File: config.mk
export PLATFORM = sky130hd
export DESIGN_NAME = counter_snapshot_streamer_flat
export DESIGN_NICKNAME = d
export VERILOG_FILES = /design/src/rtl/counter_snapshot_streamer_if.sv /design/src/rtl/counter_snapshot_streamer.sv /design/src/flat_wrapper.sv
export SDC_FILE = /design/constraint.sdc
export NUM_CORES = 1
export LEC_CHECK = 0
export ABC_AREA = 1
export ABC_CLOCK_PERIOD_IN_PS = 19750
export BUFFER_PORTS_ARGS = -buffer_cell sky130_fd_sc_hd__buf_2
export CORE_MARGIN = 5
export CORE_UTILIZATION = 65
export CTS_CLUSTER_DIAMETER = 200
export DETAILED_ROUTE_END_ITERATION = 7
export GPL_ROUTABILITY_DRIVEN = 0
export PLACE_DENSITY_LB_ADDON = 0.2
export SLEW_MARGIN = 15
export SYNTH_ARGS = -nofsm -noshare
export SYNTH_HDL_FRONTEND = slang
export SYNTH_SLANG_ARGS = --single-unit
File: constraint.sdc
create_clock -name clk -period 19.75 [get_ports clk]
set_clock_uncertainty 0.05 [all_clocks]
set_input_delay 0.9875 -clock clk [delete_from_list [all_inputs] [get_ports clk]]
set_output_delay 0.9875 -clock clk [all_outputs]
set_load 0.02 [all_outputs]
File: src/rtl/counter_snapshot_streamer_if.sv
// Narrow valid/ready word stream carrying serialized counter snapshots.
interface counter_snapshot_streamer_if #(
  parameter int WORD_WIDTH = 32
);
  logic [WORD_WIDTH-1:0] out_data;
  logic                  out_valid;
  logic                  out_ready;
  logic                  out_last;

  modport master (output out_data, output out_valid, output out_last, input  out_ready);
  modport slave  (input  out_data, input  out_valid, input  out_last, output out_ready);
endinterface

File: src/rtl/counter_snapshot_streamer.sv
// Snapshots a wide counter into a small FIFO on capture pulses and streams each
// snapshot out LSW-first as NW words over a valid/ready interface.
module counter_snapshot_streamer #(
  parameter int COUNT_WIDTH = 129,
  parameter int WORD_WIDTH  = 32,
  parameter int DEPTH       = 4
) (
  input  logic                   clk,
  input  logic                   reset,
  input  logic [COUNT_WIDTH-1:0] count_in,
  input  logic                   capture,
  input  logic                   clear_overflow,
  output logic                   overflow,
  output logic [15:0]            drop_count,
  counter_snapshot_streamer_if.master stream
);
  localparam int NW  = (COUNT_WIDTH + WORD_WIDTH - 1) / WORD_WIDTH;
  localparam int SHW = NW * WORD_WIDTH;
  localparam int AW  = $clog2(DEPTH);
  localparam int IW  = (NW > 1) ? $clog2(NW) : 1;
  localparam logic [IW-1:0] LAST_IDX = IW'(NW - 1);

  typedef enum logic [0:0] {IDLE, SEND} state_t;

  logic [COUNT_WIDTH-1:0] mem [DEPTH];
  logic [AW:0]            wp, rp;
  logic                   full, empty, pop, push, drop;
  logic [COUNT_WIDTH-1:0] rd_data;

  state_t         state, state_n;
  logic [SHW-1:0] shift, shift_n;
  logic [IW-1:0]  idx, idx_n;
  logic           valid, valid_n;

  // Extra pointer bit distinguishes full from empty when the indices match.
  assign empty   = (wp == rp);
  assign full    = (wp[AW] != rp[AW]) && (wp[AW-1:0] == rp[AW-1:0]);
  assign rd_data = mem[rp[AW-1:0]];
  assign push    = capture && (!full || pop);
  assign drop    = capture && !push;

  always_comb begin
    state_n = state;
    shift_n = shift;
    idx_n   = idx;
    valid_n = valid;
    pop     = 1'b0;
    case (state)
      IDLE: begin
        if (!empty) begin
          pop     = 1'b1;
          shift_n = SHW'(rd_data);
          idx_n   = '0;
          state_n = SEND;
        end
      end
      SEND: begin
        if (!valid) begin
          valid_n = 1'b1;
        end else if (stream.out_ready) begin
          if (idx != LAST_IDX) begin
            shift_n = shift >> WORD_WIDTH;
            idx_n   = idx + 1'b1;
          end else if (!empty) begin
            // Chain straight into the next snapshot so the stream has no bubble.
            pop     = 1'b1;
            shift_n = SHW'(rd_data);
            idx_n   = '0;
          end else begin
            valid_n = 1'b0;
            state_n = IDLE;
          end
        end
      end
      default: state_n = IDLE;
    endcase
  end

  always_ff @(posedge clk or posedge reset) begin
    if (reset) begin
      state <= IDLE;
      shift <= '0;
      idx   <= '0;
      valid <= 1'b0;
    end else begin
      state <= state_n;
      shift <= shift_n;
      idx   <= idx_n;
      valid <= valid_n;
    end
  end

  always_ff @(posedge clk or posedge reset) begin
    if (reset) begin
      wp <= '0;
      rp <= '0;
    end else begin
      if (push) wp <= wp + 1'b1;
      if (pop)  rp <= rp + 1'b1;
    end
  end

  always_ff @(posedge clk) begin
    if (push) mem[wp[AW-1:0]] <= count_in;
  end

  // A clear coinciding with a drop still records that one drop.
  always_ff @(posedge clk or posedge reset) begin
    if (reset) begin
      overflow   <= 1'b0;
      drop_count <= '0;
    end else if (clear_overflow) begin
      overflow   <= 1'b0;
      drop_count <= drop ? 16'd1 : 16'd0;
    end else if (drop) begin
      overflow <= 1'b1;
      if (drop_count != 16'hFFFF) drop_count <= drop_count + 16'd1;
    end
  end

  assign stream.out_data  = shift[WORD_WIDTH-1:0];
  assign stream.out_valid = valid;
  assign stream.out_last  = valid && (idx == LAST_IDX);
endmodule
File: src/flat_wrapper.sv
// flat-port wrapper written by rule: the top's interface ports become plain ports
module counter_snapshot_streamer_flat 
#(
  parameter int COUNT_WIDTH = 129,
  parameter int WORD_WIDTH  = 32,
  parameter int DEPTH       = 4
)
  (clk, reset, count_in, capture, clear_overflow, overflow, drop_count, stream_out_data, stream_out_valid, stream_out_last, stream_out_ready);
  counter_snapshot_streamer_if #(.WORD_WIDTH(WORD_WIDTH)) stream_i ();
  input  logic clk;
  input  logic reset;
  input  logic [COUNT_WIDTH-1:0] count_in;
  input  logic capture;
  input  logic clear_overflow;
  output logic overflow;
  output logic [15:0] drop_count;
  output wire logic [$bits(stream_i.out_data)-1:0] stream_out_data;
  output wire logic [$bits(stream_i.out_valid)-1:0] stream_out_valid;
  output wire logic [$bits(stream_i.out_last)-1:0] stream_out_last;
  input wire logic [$bits(stream_i.out_ready)-1:0] stream_out_ready;
  assign stream_out_data = stream_i.out_data;
  assign stream_out_valid = stream_i.out_valid;
  assign stream_out_last = stream_i.out_last;
  assign stream_i.out_ready = stream_out_ready;
  counter_snapshot_streamer #(.COUNT_WIDTH(COUNT_WIDTH), .WORD_WIDTH(WORD_WIDTH), .DEPTH(DEPTH)) u_core (.clk(clk), .reset(reset), .count_in(count_in), .capture(capture), .clear_overflow(clear_overflow), .overflow(overflow), .drop_count(drop_count), .stream(stream_i));
endmodule
======== Yosys cells after proc, flatten, opt, wreduce, memory -nomap -nowiden ========
Memory sizes are Yosys's and may differ from the RTL's.
Cells that the tools add are included.
storage, ports and cells
  output and inout bits ................... 51
  memory bits (writable) .................. 516
  logic and storage cells ................. 60
  memories ................................ 1
  bits of input ports ..................... 134
  flip-flop bits (word level) ............. 188
operators by class
  reduce and logical (&&, ||, !) cells .... 11
  $add $sub $neg .......................... 4
  bitwise gates (word level) .............. 1
  multiplexer cells ....................... 27
  equal/unequal tests ..................... 8
memory list
  name        depth  width  rd ports  clocked after memory_dff  write ports  RTL line                         text
  u_core.mem  4      129    1         0                         1            counter_snapshot_streamer.sv:25  logic [COUNT_WIDTH-1:0] mem [DEPTH];
operator list
  cell                                           number
  2-to-1 mux 160 bit                             4
  one-hot mux 160 bit (2 select lines)           1
  2-to-1 mux 16 bit                              3
  adder 16 x 1 -> 16 bit, second input constant  1
  != test 16 bit, second input constant          1
  2-to-1 mux 1 bit                               12
  2-to-1 mux 3 bit                               4
  adder 3 x 1 -> 3 bit, second input constant    3
  one-hot mux 3 bit (2 select lines)             1
  logical AND 1 bit                              4
  != test 2 bit, second input constant           2
  one-hot mux 1 bit (2 select lines)             2
  AND reduction 2 bit                            2
  nonzero test 2 bit                             2
  equality test 3 bit                            1
  equality test 3 bit, second input constant     1
  != test 3 bit, second input constant           1
  equality test 2 bit                            1
  zero test 1 bit                                2
  logical OR 1 bit                               1
  != test 1 bit                                  1
  inverter 1 bit                                 1

======== Logic depth before layout (Yosys ltp) ========
  depth in word-level cells ............... 12
  mapped depth ............................ 13
  depth with buffers taken out ............ 10

======== Worst setup path after synthesis ========
Ideal clock, no wire load.
  kind .................................... input port to flip-flop
  start point ............................. in stream_out_ready
  end point ............................... mem u_core.mem[3][0] (enable)
  required time ........................... 19.079 ns
  arrival time ............................ 6.989 ns
  stages on the path ...................... 6
  slack ................................... 12.090 ns
  library setup time ...................... 0.621 ns
  buffers on the path ..................... 0
  cell sequence ........................... nand2_1 -> nand2_1 -> nand2_1 -> nand3_1 -> nand2_1 -> nor2_1
between the ends
  longest elaborated chain between the ends .. 7
ends and longest elaborated chain
  item                                    RTL line                          text
  start, declared                         flat_wrapper.sv:20                input wire logic [$bits(stream_i.out_ready)-1:0] stream_out_ready;
  2-to-1 mux 1 bit                        counter_snapshot_streamer.sv:60   end else if (stream.out_ready) begin
  2-to-1 mux 1 bit                        counter_snapshot_streamer.sv:58   if (!valid) begin
  one-hot mux 1 bit (2 select lines)      counter_snapshot_streamer.sv:48   case (state)
  logical OR 1 bit                        counter_snapshot_streamer.sv:39   assign push = capture && (!full || pop);
  logical AND 1 bit                       counter_snapshot_streamer.sv:39
  2-to-1 mux 1 bit                        counter_snapshot_streamer.sv:104  if (push) mem[wp[AW-1:0]] <= count_in;
  2-to-1 mux 1 bit (implied by the code)  counter_snapshot_streamer.sv:104
  end, declared                           counter_snapshot_streamer.sv:25
No other way between the ends.

======== Worst setup path after layout ========
  start point ............................. reg u_core.rp[0]
  end point ............................... mem u_core.mem[1][63] (enable)
between the ends
  longest elaborated chain between the ends .. 10
  elaborated cells on any way between the ends .. 13
  classes of those cells .................. 2 x eq/ne; 7 x mux; 4 x reduce/logical
ends and longest elaborated chain
  item                                      RTL line                                                          text
  start, declared                           counter_snapshot_streamer.sv:26                                   logic [AW:0] wp, rp;
  start signal, assigned                    counter_snapshot_streamer.sv:99                                   if (pop) rp <= rp + 1'b1;
  equality test 3 bit                       counter_snapshot_streamer.sv:36                                   assign empty = (wp == rp);
  2-to-1 mux 1 bit                          counter_snapshot_streamer.sv:50, counter_snapshot_streamer.sv:64
  2-to-1 mux 1 bit                          counter_snapshot_streamer.sv:61                                   if (idx != LAST_IDX) begin
  2-to-1 mux 1 bit                          counter_snapshot_streamer.sv:60
  2-to-1 mux 1 bit                          counter_snapshot_streamer.sv:58
  one-hot mux 1 bit (2 select lines)        counter_snapshot_streamer.sv:48
  logical OR 1 bit *                        counter_snapshot_streamer.sv:39
  logical AND 1 bit *                       counter_snapshot_streamer.sv:39
  2-to-1 mux 1 bit *                        counter_snapshot_streamer.sv:104
  2-to-1 mux 1 bit (implied by the code) *  counter_snapshot_streamer.sv:104
Mark *: on every way between the ends. The rest lies on a longest branch, timed or not.

==> impl_results.md <==
- Outcome: finished clean
- Hold EP: u_core.shift[136]
- DRC Markers: 0
- Clock Power Share: 0.242
- First-pass DRT Iterations: 6
- Die Y-Extent: approximately 230 um
- Post-place instance area: 0.03130 sq mm
- Setup bufs post-CTS: 0
- H-tree depth: 3
- Post-cts resize count: 0
- Flop pwr share: 0.388
- Via-to-Cell Ratio: 5.573
- Die extent in x: 226.1 um
- Vias in the first global route: 20920
- Crit end category: flip-flop
- Fin crit period: 4.403 ns
- Max Clock Freq: 227.1 MHz
- Switch Pwr: 2153 uW
- Worst min path class: reg -> reg
- R2R depth: 8
- Routed wire length: 71.70 mm
- CTS clk-pin slew, worst paths: around 0.06 ns
- First-pass GRT wire length: 111.7 mm
- Count of cell types in the netlist: 29
- Initial Util: 0.6546
- CTS Buf Count: 71
- Grt peak-use layer: met2
- Max cap viols: 0
- Critical path arrival: 4.58 ns
- Row Count: 79
- Gate power share: 0.369
- CTS tree: yes
- Unrepaired setup endpoints after global routing: no
- CTS Sinks: 704
- Slew HR: 0.2296
- Tcrit/Tclk final: 0.2229
- Ys Warns: 0
- GRT met3 Usage: 0.05395
- Post-CTS Hold Fix Bufs: 0
- Kind of critical path: reg -> reg
- Top cells by area, synth: edfxtp_1 (51%), nand2_1 (17%), dfrtp_1 (16%), nand3_1 (7.0%), inv_1 (4.0%)
- Area of the multi-input gates: 0.007981 sq mm
- Hold depth: 2
- Final design utilization: 0.7258
- Fin cells: 3879
- Sequential share of the synthesized area: 0.6657
- I/O pin count: between 150 and 200
- Met2 GRT Util: 0.4492
- Final Hold Viols: 0
- Hpwl dp: 42.47 mm
- Vias: around 22000
- Synth area leader: edfxtp_1
- CP max FO: between 80 and 90
- Power per cell area: 162.4 mW/mm^2
- WL/cell: 18.48 um
- Met1 Track Usage GR: 0.3884
- GRT Residual Overflow: 0
- Clock Latency Late Sink: between 0.6 and 0.7 ns
- Layout cell share with drive strength beyond 1: 0.1108
- Net Sw Frac: 0.3942
- Register area: between 0.02 and 0.025 sq mm
- Post-synth top area share: 0.5106
- Top FF cell, synth: edfxtp_1
- Min-delay src: u_core.shift[136]
- Setup ws final: 15.35 ns
- Setup violators final: 0
- Post-route design area: 0.03364 sq mm
- Number of synthesized flops with an enable pin: 516
- Post-Syn Instances: 3124
- Cell Area, Synth: 0.03034 sq mm
- Core ar.: ~0.046 sq mm
- GRT Util Overall: 0.2790
- Clock tree buffer depth: 3
- Commonest non-fill, non-tap cell in the layout: nand2_1
- Commonest non-fill, non-tap cells in the layout: nand2_1 (1357), edfxtp_1 (516), nand3_1 (427)
- Die area: 0.05111 sq mm
- Syn Area/Cell: 9.713 sq um
- Filler instances: about 3200
- Total negative setup slack: 0 ns
- Mapped Nets: 3266
- Reg2reg start: u_core.rp[0]
- Placed insts: ~3700
- Worst EP required: 19.92 ns
- VDD IR-drop max: 0.1003 mV
- IO Port Bufs: 184
- Initial antenna violation count: 8
- Setup crit start kind: flip-flop
- Dpl ws: 15.26 ns
- Slew Limit Fails: 0
- Leak: 0.01569 uW
- Starting DRC count in detailed routing: 2444
- Final ANT Viol Nets: 0
- Internal Pwr Total: 3310 uW
- Register bit count reported by yosys: 704
- R2r setup slk: 15.35 ns
- Clock root cell: clkbuf_16
- Synth async-reset ratio: 0.2670
- Largest net degree at the start of global routing: roughly 120
- R2r endpoint: u_core.mem[1][63]
- Layout area overhead: 10.88%
- Worst Max-Slew Pin Slew: 1.156 ns
- Post-layout net count: 3353
-- layer usage --
metal / wire [um] / up-vias
met5: 41 / -
met4: 2381 / 6
met3: 5987 / 163
met2: 34270 / 936
met1: 29020 / 10390
li1: - / 10120
-- registers in the layout (all words and copies together) (netlist names) --
name and cells:
u_core.mem 516, u_core.shift 160, u_core.drop_count 16, u_core.idx 3
u_core.rp 3, u_core.wp 3, u_core.overflow 1, u_core.state 1
u_core.stream.out_valid 1
-- final cells by class --
class,instances,share of cell area
Sequential cell,704,0.6006
Clock buffer,98,0.06080
Multi-Input combinational cell,1897,0.2372
Antenna cell,5,0.0003719
Timing Repair Buffer,209,0.03343
Clock inverter,31,0.007847
Tap cell,607,0.02257
Inverter,328,0.03715
-- metrics by stage --
| step | total power [uW] | hold WS, ns |
|---|---|---|
| 2_1_floorplan | 3620 | 0.3787 |
| 3_3_place_gp | 4055 | 0.3902 |
| 3_5_place_dp | 4122 | 0.3952 |
| 4_1_cts | 5463 | 0.4115 |
| 5_1_grt | 5799 | 0.4370 |
| 6_report | 5463 | 0.4093 |
-- power by group through the flow --
stage	Clock, uW	Combinational [uW]	Sequential, uW
detailed placement	0	1970	2150
global route	1400	2250	2150
global placement	0	1920	2130
CTS	1340	2000	2120
floorplan	0	1490	2130
finish	1320	2020	2120
-- worst max-delay path, cell delays in order, from the launching register on --
cell     delay, ns
dfrtp_4       0.78
inv_8         0.54
nand2_1       0.10
nand2_1       0.15
nor2_4        0.07
nand3_1       0.09
nand2_1       0.30
nor2_4        0.93
buf_4         0.84
-- kinds of logic after synthesis --
group	synth area share
DFF	0.6657
AOI/OAI and AO/OA	0.003010
xor gates and xnor gates	0.002598
and+or+nand+nor	0.2521
adders and majority gates	0.003299
buffers and inverters	0.07327
-- worst max path at each step --
stage	start	to	slack, ns
6_report	u_core.rp[0]	u_core.mem[1][63]	15.35
5_1_grt	u_core.rp[0]	u_core.mem[1][63]	15.10
4_1_cts	u_core.rp[0]	u_core.mem[0][52]	15.31
3_5_place_dp	stream_out_ready	u_core.mem[0][59]	15.26
3_3_place_gp	stream_out_ready	u_core.mem[1][54]	15.30
2_1_floorplan	stream_out_ready	u_core.mem[3][0]	12.09
-- cells in the mapped netlist, types with 3 or more instances --
| library cell | instances |
|---|---|
| a21oi_1 | 3 |
| buf_1 | 18 |
| buf_2 | 37 |
| buf_4 | 45 |
| buf_6 | 6 |
| clkbuf_1 | 89 |
| dfrtp_1 | 188 |
| edfxtp_1 | 516 |
| ha_1 | 8 |
| inv_1 | 323 |
| inv_2 | 5 |
| nand2_1 | 1360 |
| nand3_1 | 427 |
| nand4_1 | 5 |
| nor2_1 | 34 |
| nor3_1 | 3 |
| o21ai_0 | 3 |
| o21ai_1 | 3 |
| o21bai_1 | 3 |
| or2_2 | 32 |
| xor2_1 | 8 |
(Power assumes the default switching activity.)
